## src/rtl/dram_read_arbiter.sv

```systemverilog
// Two-requester round-robin arbiter in front of a single DRAM read engine.
// Latches per-requester read commands, issues them one at a time, routes returned data.
module dram_read_arbiter #(
  parameter int TIMEOUT = 255
) (
  input  logic        clk,
  input  logic        rst,
  input  logic [1:0]  req_kick,
  input  logic [31:0] req_addr0,
  input  logic [31:0] req_addr1,
  input  logic [31:0] req_num0,
  input  logic [31:0] req_num1,
  output logic [1:0]  req_busy,
  output logic [1:0]  req_we,
  output logic [31:0] req_dout,
  output logic        kick,
  input  logic        busy,
  output logic [31:0] read_addr,
  output logic [31:0] read_num,
  input  logic [31:0] buf_dout,
  input  logic        buf_we,
  output logic        grant_id,
  output logic        timeout_err
);

  localparam logic [1:0] S_IDLE  = 2'd0;
  localparam logic [1:0] S_ISSUE = 2'd1;
  localparam logic [1:0] S_ACK   = 2'd2;
  localparam logic [1:0] S_RUN   = 2'd3;

  localparam logic [7:0] WAIT_LAST = 8'(TIMEOUT - 1);

  logic [1:0]  state_q, state_d;
  logic [1:0]  pend_q, pend_d;
  logic [31:0] addr0_q, addr0_d;
  logic [31:0] addr1_q, addr1_d;
  logic [31:0] num0_q, num0_d;
  logic [31:0] num1_q, num1_d;
  logic        grant_q, grant_d;
  logic        last_q, last_d;
  logic [7:0]  wcnt_q, wcnt_d;
  logic        kick_q, kick_d;
  logic        terr_q, terr_d;
  logic [31:0] raddr_q, raddr_d;
  logic [31:0] rnum_q, rnum_d;
  logic [1:0]  we_q, we_d;
  logic [31:0] dout_q, dout_d;

  logic        sel;
  logic [31:0] g_addr;
  logic [31:0] g_num;
  logic        done;

  // Prefer whichever requester did not own the engine last time.
  assign sel    = pend_q[~last_q] ? ~last_q : last_q;
  assign g_addr = grant_q ? addr1_q : addr0_q;
  assign g_num  = grant_q ? num1_q : num0_q;

  always_comb begin
    state_d = state_q;
    pend_d  = pend_q;
    addr0_d = addr0_q;
    addr1_d = addr1_q;
    num0_d  = num0_q;
    num1_d  = num1_q;
    grant_d = grant_q;
    last_d  = last_q;
    wcnt_d  = wcnt_q;
    kick_d  = kick_q;
    terr_d  = terr_q;
    raddr_d = raddr_q;
    rnum_d  = rnum_q;
    we_d    = 2'b00;
    dout_d  = dout_q;
    done    = 1'b0;

    if (req_kick[0] && !pend_q[0]) begin
      pend_d[0] = 1'b1;
      addr0_d   = req_addr0;
      num0_d    = req_num0;
    end
    if (req_kick[1] && !pend_q[1]) begin
      pend_d[1] = 1'b1;
      addr1_d   = req_addr1;
      num1_d    = req_num1;
    end

    unique case (state_q)
      S_IDLE: begin
        if ((|pend_q) && !busy) begin
          state_d = S_ISSUE;
          grant_d = sel;
        end
      end
      S_ISSUE: begin
        raddr_d = g_addr;
        rnum_d  = g_num;
        if (g_num == 32'd0) begin
          done = 1'b1;
        end else begin
          state_d = S_ACK;
          kick_d  = 1'b1;
          wcnt_d  = 8'd0;
        end
      end
      S_ACK: begin
        wcnt_d = wcnt_q + 8'd1;
        if (busy) begin
          state_d = S_RUN;
          kick_d  = 1'b0;
        end else if (wcnt_q == WAIT_LAST) begin
          kick_d = 1'b0;
          terr_d = 1'b1;
          done   = 1'b1;
        end
      end
      S_RUN: begin
        if (!busy) begin
          done = 1'b1;
        end
      end
      default: state_d = S_IDLE;
    endcase

    if (done) begin
      state_d = S_IDLE;
      pend_d  = pend_d & ~(2'b01 << grant_q);
      last_d  = grant_q;
    end

    // Engine data only belongs to a requester once its kick is out.
    if (state_q == S_ACK || state_q == S_RUN) begin
      we_d[grant_q] = buf_we;
      dout_d        = buf_dout;
    end
  end

  always_ff @(posedge clk) begin
    if (rst) begin
      state_q <= S_IDLE;
      pend_q  <= 2'b00;
      addr0_q <= 32'd0;
      addr1_q <= 32'd0;
      num0_q  <= 32'd0;
      num1_q  <= 32'd0;
      grant_q <= 1'b0;
      last_q  <= 1'b1;
      wcnt_q  <= 8'd0;
      kick_q  <= 1'b0;
      terr_q  <= 1'b0;
      raddr_q <= 32'd0;
      rnum_q  <= 32'd0;
      we_q    <= 2'b00;
      dout_q  <= 32'd0;
    end else begin
      state_q <= state_d;
      pend_q  <= pend_d;
      addr0_q <= addr0_d;
      addr1_q <= addr1_d;
      num0_q  <= num0_d;
      num1_q  <= num1_d;
      grant_q <= grant_d;
      last_q  <= last_d;
      wcnt_q  <= wcnt_d;
      kick_q  <= kick_d;
      terr_q  <= terr_d;
      raddr_q <= raddr_d;
      rnum_q  <= rnum_d;
      we_q    <= we_d;
      dout_q  <= dout_d;
    end
  end

  assign req_busy    = pend_q;
  assign req_we      = we_q;
  assign req_dout    = dout_q;
  assign kick        = kick_q;
  assign read_addr   = raddr_q;
  assign read_num    = rnum_q;
  assign grant_id    = grant_q;
  assign timeout_err = terr_q;

endmodule

```

## config.mk

```make
export PLATFORM = sky130hd
export DESIGN_NAME = dram_read_arbiter
export DESIGN_NICKNAME = d
export VERILOG_FILES = /design/src/rtl/dram_read_arbiter.sv
export SDC_FILE = /design/constraint.sdc
export NUM_CORES = 1
export LEC_CHECK = 0
export CAP_MARGIN = 10
export CORE_MARGIN = 3
export CORE_UTILIZATION = 57
export DETAILED_ROUTE_END_ITERATION = 10
export DONT_BUFFER_PORTS = 1
export PLACE_DENSITY_LB_ADDON = 0.1
export SYNTH_ARGS = -nofsm -noshare
export SYNTH_HDL_FRONTEND = slang
export SYNTH_SLANG_ARGS = --single-unit
```

## constraint.sdc

```tcl
create_clock -name clk -period 2.1 [get_ports clk]
set_input_delay 0.315 -clock clk [delete_from_list [all_inputs] [get_ports clk]]
set_output_delay 0.315 -clock clk [all_outputs]
set_load 0.01 [all_outputs]
```

==> results.txt, run 1 <==
Each instance of the synthesized netlist takes up on average 8.328 um2. Counting flops with a built-in enable in the synthesized netlist gives 0. The worst setup path is launched from a flip-flop. The root buffer cell chosen for the clock tree is sky130_fd_sc_hd__clkbuf_16. The maximum clock frequency came out at 0.4901 GHz. The share of synthesized flip-flops with an asynchronous set or reset came out at 0%. The final-report hold violation count was 0. The die is 135.3 um tall. The worst setup path is captured at a flip-flop. The first global-routing pass estimated 47390 um of wire. Setup violations remaining at the end of the flow were counted as 0. The flip-flop and latch count after synthesis is 242. The filler cell count came out at 1025. The worst setup path is of the reg2reg kind. The final antenna-violating net count is 0. The estimated wirelength of the detail-placed design is 16140 um. Wires add up to 30870 um. The pin count of the biggest net entering global routing is 158. After detailed routing, the number of remaining DRC violations is 0. For this block, the initial DRC count from the detailed router was 652. The flow ran to the end, and the final reports show no timing, DRC or antenna violations.

The headroom to the max-slew limit is 59.81%. The number of warning messages in the yosys log came out at 0. The final setup skew is 7.078 ps. The tightest hold path in the finished design has a slack of 149.4 ps. At the end of routability-driven placement, the weighted congestion stood at 0.8413. The ratio of cells with drive above 1 in the final layout is 7.207%.

The insertion delay of the later-clocked pin in the worst-skew pair came out at 500 ps. The top fanout value on the critical path came out at 13. In this run the horizontal extent of the chip is 135.3 um. The synthesized-area fraction occupied by and/or/nand/nor cells came out at 19.73%.

Across the VDD grid, the largest voltage drop is 0.0007768 V. Summing the areas of all compound-gate instances in the mapped netlist gives 17.48% of the synthesized area. After synthesis, flip-flops and latches occupy 50.81% of the total area.

Of the total synthesized cell area, the portion taken by full adders, half adders and majority gates is 1.050%. The post-synth net total is 1319. The arrival time of the worst setup path came out at 2400 ps.

The total of buffers placed on input and output ports came out at 0. The total power per unit cell area came out at 1149 mW/mm2. The number of global-route vias before repair came out at 9279. For this block, the via count after detailed routing is 9071. The starting utilization of the core area is 59.17%. Once layout is complete, the utilization of the core stands at 79.50%. The I/O pin total came out at 269. The clock tree from TritonCTS is done.

The static power due to leakage is 4.901 nW. The number of instances in the synthesized netlist came out at 1145. The number of max-slew violations in the final report was 0.

The multiplexer fraction of the synthesized cell area came out at 6.718%. The dominant combinational cell family by area after synthesis is simple AND/OR/NAND/NOR gates. The final layout contains 1488 nets. The final routed wire length divided by cell count is 19.93 um.

The per-cell via count in the routed design came out at 5.856. The placeable core region is 0.01612 mm2. The number of cell rows is 46. The die area is 0.01832 mm2. For this run the aggregate overflow at the end of global routing stands at 0. The worst path required time came out at 2460 ps. The slew of the pin with the lowest slew margin came out at 602.9 ps. The synthesized area is 0.009535 mm2. The longest clock path from root to sink contains 3 buffers.

The relative area change from synthesis to final layout is 34.37%. In this run the number of H-tree levels came out at 1. The clock sink count came out at 242. Clock-pin slew was measured on the worst setup and hold paths at 60 ps.

The initial antenna violation count is 1. The count of TritonRoute iterations in the first routing pass came out at 5. The minimum clock period came out at 2040 ps.

The global-route usage over all layers came out at 31.75%. In the synthesized netlist the dominant register cell turns out to be sky130_fd_sc_hd__dfxtp_1. The tightest min-delay check is of the in2reg type.

The xor/xnor cell area share of the yosys netlist came out at 0%. The max-cap violation count is 0. The number of buffers added by the clock tree synthesis step came out at 25. The distinct cell type count after synthesis came out at 50.

The share of the clock period used by the worst path is 97.16%.
## logic make-up (layout without fill, tap and decap cells)
| family | after synthesis | count (layout) |
|---|---|---|
| flip-flops | 242 | 242 |
| adder cells (fa/ha/maj) | 8 | 8 |
| other | 0 | 1 |
| multiplexers | 64 | 64 |
| buffers and inverters | 101 | 288 |
| AO/OA/AOI/OAI | 269 | 269 |
| AND/OR/NAND/NOR | 461 | 461 |
## stage by stage
step                instance area (um2)  power, mW  setup slack, ps  setup TNS, ps  cells
finish                            12810      14.73            59.55              0   1549
detailed placement                 9769      9.018            33.74              0   1299
global placement                   9769      8.961            63.46              0   1299
CTS                               12680      14.34            5.114              0   1545
floorplan                          9535      8.261            170.6              0   1145
global route                      12810      15.39           -3.030         -4.681   1548
## layout make-up
cell class | count | area [um2] | share of cell area [%]
clock inverters | 12 | 186.4 | 1.455
well taps | 216 | 270.3 | 2.109
inverters | 11 | 41.29 | 0.3223
diodes | 1 | 2.502 | 0.01953
repair buffers | 232 | 2404 | 18.76
clock buffers | 33 | 695.7 | 5.430
flip-flops and latches | 242 | 4850 | 37.85
multi-input cells | 802 | 4363 | 34.05
## what timing repair did
action,CTS,global route
resized for setup,0,15
hold buffers,201,0
setup buffers,0,1
hold endpoints to repair,239,0
endpoints found under the setup margin,0,54
## sequential cells by signal, indices dropped and copies added (netlist names), 8 cells and up
signal     cells
addr0_q       32
addr1_q       32
num0_q        32
num1_q        32
read_addr     32
read_num      32
req_dout      32
wcnt_q         8
## power by group
part / leakage, nW / internal [mW] / switching, mW
Combinational: 2.48 / 1.71 / 1.99
Sequential: 1.98 / 5.37 / 0.905
Clock: 0.440 / 2.94 / 1.80
Total: 4.90 / 10.0 / 4.70
## cells in the mapped netlist (4+ instances only)
master | n | area share [%]
sky130_fd_sc_hd__nand4_1 | 6 | 0.39
sky130_fd_sc_hd__clkbuf_1 | 65 | 2.6
sky130_fd_sc_hd__dfxtp_1 | 242 | 51
sky130_fd_sc_hd__o21ai_0 | 4 | 0.21
sky130_fd_sc_hd__o211ai_1 | 4 | 0.31
sky130_fd_sc_hd__a211oi_1 | 66 | 5.2
sky130_fd_sc_hd__inv_1 | 11 | 0.43
sky130_fd_sc_hd__mux2i_1 | 64 | 6.7
sky130_fd_sc_hd__nand2_1 | 327 | 13
sky130_fd_sc_hd__buf_2 | 9 | 0.47
sky130_fd_sc_hd__nor2b_1 | 6 | 0.39
sky130_fd_sc_hd__nor2_1 | 82 | 3.2
sky130_fd_sc_hd__nor4b_1 | 4 | 0.37
sky130_fd_sc_hd__a21oi_1 | 164 | 8.6
sky130_fd_sc_hd__buf_1 | 14 | 0.55
sky130_fd_sc_hd__ha_1 | 8 | 1.0
sky130_fd_sc_hd__nand2b_1 | 6 | 0.39
sky130_fd_sc_hd__nor4_1 | 10 | 0.66
sky130_fd_sc_hd__nor3_1 | 6 | 0.31
## metal layers
metal | up-vias | global-route usage, % | share of wire [%]
met5 | - | 1.944 | 0.17
met4 | 2 | 11.59 | 3.6
met3 | 81 | 8.358 | 9.1
met2 | 408 | 54.59 | 50
met1 | 4343 | 38.17 | 37
li1 | 4237 | - | -
## critical path: stages (launching register included)
cell and delay, ps:
sky130_fd_sc_hd__dfxtp_4 410, sky130_fd_sc_hd__nor4_1 370, sky130_fd_sc_hd__nand4_1 270, sky130_fd_sc_hd__a211o_4 450
sky130_fd_sc_hd__o21ai_1 270, sky130_fd_sc_hd__a221oi_1 130
## placed cells by master (no fill, tap or decap), drive strengths merged, types with 2 or more instances in the layout
cell and n:
a211oi 67, a21oi 166, a221oi 2, buf 30, bufinv 5, clkbuf 35
clkinv 6, dfxtp 242, dlygate4sd3 200, ha 8, inv 12, mux2i 64
nand2 327, nand2b 6, nand3 3, nand4 6, nand4b 2, nor2 82
nor2b 6, nor3 6, nor4 10, nor4b 4, o211ai 4, o21ai 7
o221ai 2, o22a 2, o2bb2ai 2, o32ai 3, or2 2, or4 5
## worst paths after layout
check | start | end | slack [ps] | depth (start not counted)
worst max register to register | grant_id | state_q[1] | 60 | 5
worst min-delay path | busy | kick | 150 | 3
worst min register to register | addr0_q[13] | addr0_q[13] | 460 | 2
worst max-delay path | grant_id | state_q[1] | 60 | 5
Power figures use the tool's default switching activity.
==> run 2: changes to the inputs <==
- CORE_MARGIN: 3 -> 2
- CTS_BUF_LIST: unset -> sky130_fd_sc_hd__clkbuf_4
==> run 2 against run 1 <==
Sequential share of layout area is 0.39 points lower. Power is 3.4% lower. Combinational power is 4% higher. First-iteration DRC count is 22% lower. Clock skew is 40 ps higher. Sequential power hardly changed. Worst hold slack worse by 54 ps. Clock power is 13% lower. Critical endpoint is now kick. Highest routed layer is now met4.
==> results.txt, run 2 (synthesis gave the netlist of run 1 again) <==
The ratio of cells with drive above 1 in the final layout is 11.36%. For this run, the total global-route usage over all layers was measured as 32.34%. The final critical-path setup slack came out at 66.84 ps. The number of levels the H-tree was split into is 2. The tree is rooted in a sky130_fd_sc_hd__clkbuf_4. After detailed routing, the number of remaining DRC violations is 0. The estimated wirelength of the detail-placed design came out at 16130 um.

In this run the critical register-to-register path is launched from grant_id. The final standard cell utilization of the core is 78.59%. The share of total power dissipated in combinational logic is 27.1%.

VDD sags by at most 0.0006932 V. The y dimension of the die is 133.3 um. The slowest stage of the critical path is the sky130_fd_sc_hd__dfxtp_4 cell. Summed over all nets, the switching power comes to 4.763 mW.

The placeable core region is 0.01647 mm2. The final antenna-violating net count is 0. Global routing finished with a remaining overflow of 0. The initial antenna violation count is 1. The most common library cell in the layout ignoring fill and taps is sky130_fd_sc_hd__nand2_1. The total of endpoints with negative setup slack in the final report came out at 0. The signal on the critical path passes through buf_4, buf_6, nor3_1, a22o_1, and3_1, buf_6, a21oi_2, a2111oi_2. From left edge to right edge, the die measures 133.3 um. Power spread over the standard cell area amounts to 1099 mW/mm2.

The kind of launch point of the worst setup path is a flip-flop. The die area is 0.01778 mm2. The count of TritonRoute iterations in the first routing pass came out at 5. The cell-internal power is 9.462 mW. The starting utilization of the core area is 57.91%.

The worst register-to-register path has a depth of 8. The relative area change from synthesis to final layout came out at 35.72%. The final-report hold violation count came to 0. After detailed routing, the number of vias per cell comes to 5.652.

The clock tree from TritonCTS is done. The floorplan has 47 rows. The first global-routing pass estimated 46730 um of wire. The slew of the pin with the lowest slew margin is 608.5 ps.

The arrival time of the worst setup path came out at 2600 ps. The headroom to the max-slew limit came out at 59.43%. The peak per-stage delay on the critical path came out at 380 ps. Data on the critical path is required at its endpoint by 2670 ps. The count of buffers added on input and output ports is 0. The critical path starts at grant_id. The register clock-pin slew on the reported worst setup and hold paths is 70 ps. The number of global-route vias before repair is 9459.

The max-cap violation count came out at 0. The share of the clock period used by the worst path is 96.82%. The sequential group share of total power came out at 44.0%.

The setup path with the least slack is of type reg2reg. 269 I/O pins were placed. At the end of routability-driven placement, the weighted congestion stood at 0.8603.

The tightest min-delay check is of the in2reg type. The number of max-slew violations in the final report came out at 0. The top fanout value on the critical path is 14. The switching fraction of total power came out at 33.48%. The routed design has 30380 um of wire. The final hold slack is 95.55 ps. The maximum clock frequency came out at 0.4918 GHz. The static power due to leakage is 5.026 nW. Of the total power, the clock network draws 28.9%. The number of buffers added by the clock tree synthesis step is 60.

In the layout the commonest cells are sky130_fd_sc_hd__nand2_1, sky130_fd_sc_hd__dfxtp_1, sky130_fd_sc_hd__dlygate4sd3_1. The worst slack at placement came out at -73.76 ps. The flow ran to the end, and the final reports show no timing, DRC or antenna violations. In this run the critical register-to-register path is captured at kick. In this run the worst setup path terminates at kick. The post-route total power is 14.23 mW. STA classifies the critical path endpoint as a flip-flop. The final setup skew is 47.43 ps. The insertion delay of the later-clocked pin in the worst-skew pair came out at 700 ps. Across all layers, the routed design uses 9212 vias.

The worst register-to-register path has a setup slack of 70 ps. The filler cell count came out at 1094. The violation count after the first detailed-route iteration is 506. The buffer levels on the longest clock path came out at 3. The pin count of the biggest net entering global routing is 143. By instance count, the cell type seen most on the critical path is sky130_fd_sc_hd__buf_6. The minimum clock period is 2033 ps.

Counting every sink on the clock net gives 242. The net count of the finished layout is 1543. The final routed wire length divided by cell count is 18.63 um.
-- run 2: cell types whose count changed in the layout (fill, tap and decap cells not counted), moves of 4 or more --
cell,change
sky130_fd_sc_hd__clkbuf_16,-25
sky130_fd_sc_hd__dlygate4sd3_1,+15
sky130_fd_sc_hd__clkinv_2,-6
sky130_fd_sc_hd__clkinv_1,+4
sky130_fd_sc_hd__buf_6,+4
sky130_fd_sc_hd__clkbuf_4,+94
sky130_fd_sc_hd__clkbuf_1,-4
sky130_fd_sc_hd__clkbuf_8,-4
-- run 2: final cells by class --
type                       instances  area [um2]  share of cell area (%)
inverter                          11       41.29                  0.3191
timing repair buffer             252        2586                   19.98
antenna                            1       2.502                 0.01934
multi-input combinational        802        4395                   33.96
sequential                       242        4848                   37.46
clock inverter                     8       86.33                  0.6671
clock buffer                      94       705.7                   5.453
tap                              220       275.3                   2.127
-- run 2: worst max-delay path, delay by kind of cell, from the launching register on --
family / cells / cell delay (ps)
AO/OA/AOI/OAI: 3 / 630
flip-flops: 1 / 380
AND/OR/NAND/NOR: 2 / 440
buffers and inverters: 3 / 450
-- run 2: how the worst min path moves through the flow --
| stage | slack (ps) | endpoint | cells after the start | start |
|---|---|---|---|---|
| after floorplan | 430 | req_busy[1] | 1 | req_kick[1] |
| after global placement | 400 | req_dout[29] | 1 | rst |
| after detailed placement | 410 | req_dout[19] | 1 | rst |
| after CTS | 30 | num0_q[5] | 3 | req_kick[0] |
| after global routing | 90 | num0_q[29] | 4 | req_kick[0] |
| final | 100 | addr0_q[31] | 4 | req_kick[0] |
-- run 2: power by group through the flow --
stage / Combinational (mW) / Sequential, mW / Clock [mW]
after floorplan: 2.13 / 6.13 / 0
after global placement: 2.62 / 6.33 / 0
after detailed placement: 2.67 / 6.33 / 0
after CTS: 3.46 / 6.24 / 4.15
after global routing: 4.22 / 6.33 / 4.39
final: 3.86 / 6.26 / 4.11
-- run 2: per-layer routing --
layer / wire (um) / global-route usage, %
met5: 0 / 0
met3: 2667 / 9.209
met2: 14770 / 55.56
met1: 11800 / 37.14
met4: 1137 / 15.54
-- run 2: per-stage QoR --
step	TNS, ps	std cells	instance area, um2
floorplan	0	1145	9535
global placement	0	1303	9762
detailed placement	-93.52	1303	9762
CTS	0	1622	12770
global route	-65.03	1630	12940
finish	0	1630	12940
-- run 2: what timing repair did --
| action | in CTS | in global routing |
|---|---|---|
| resized for setup | 3 | 18 |
| setup buffers | 1 | 5 |
| endpoints found under the hold margin | 242 | 0 |
| pin swaps | 2 | 4 |
| gates cloned | 0 | 2 |
| hold buffers | 216 | 0 |
| setup endpoints to repair | 2 | 78 |
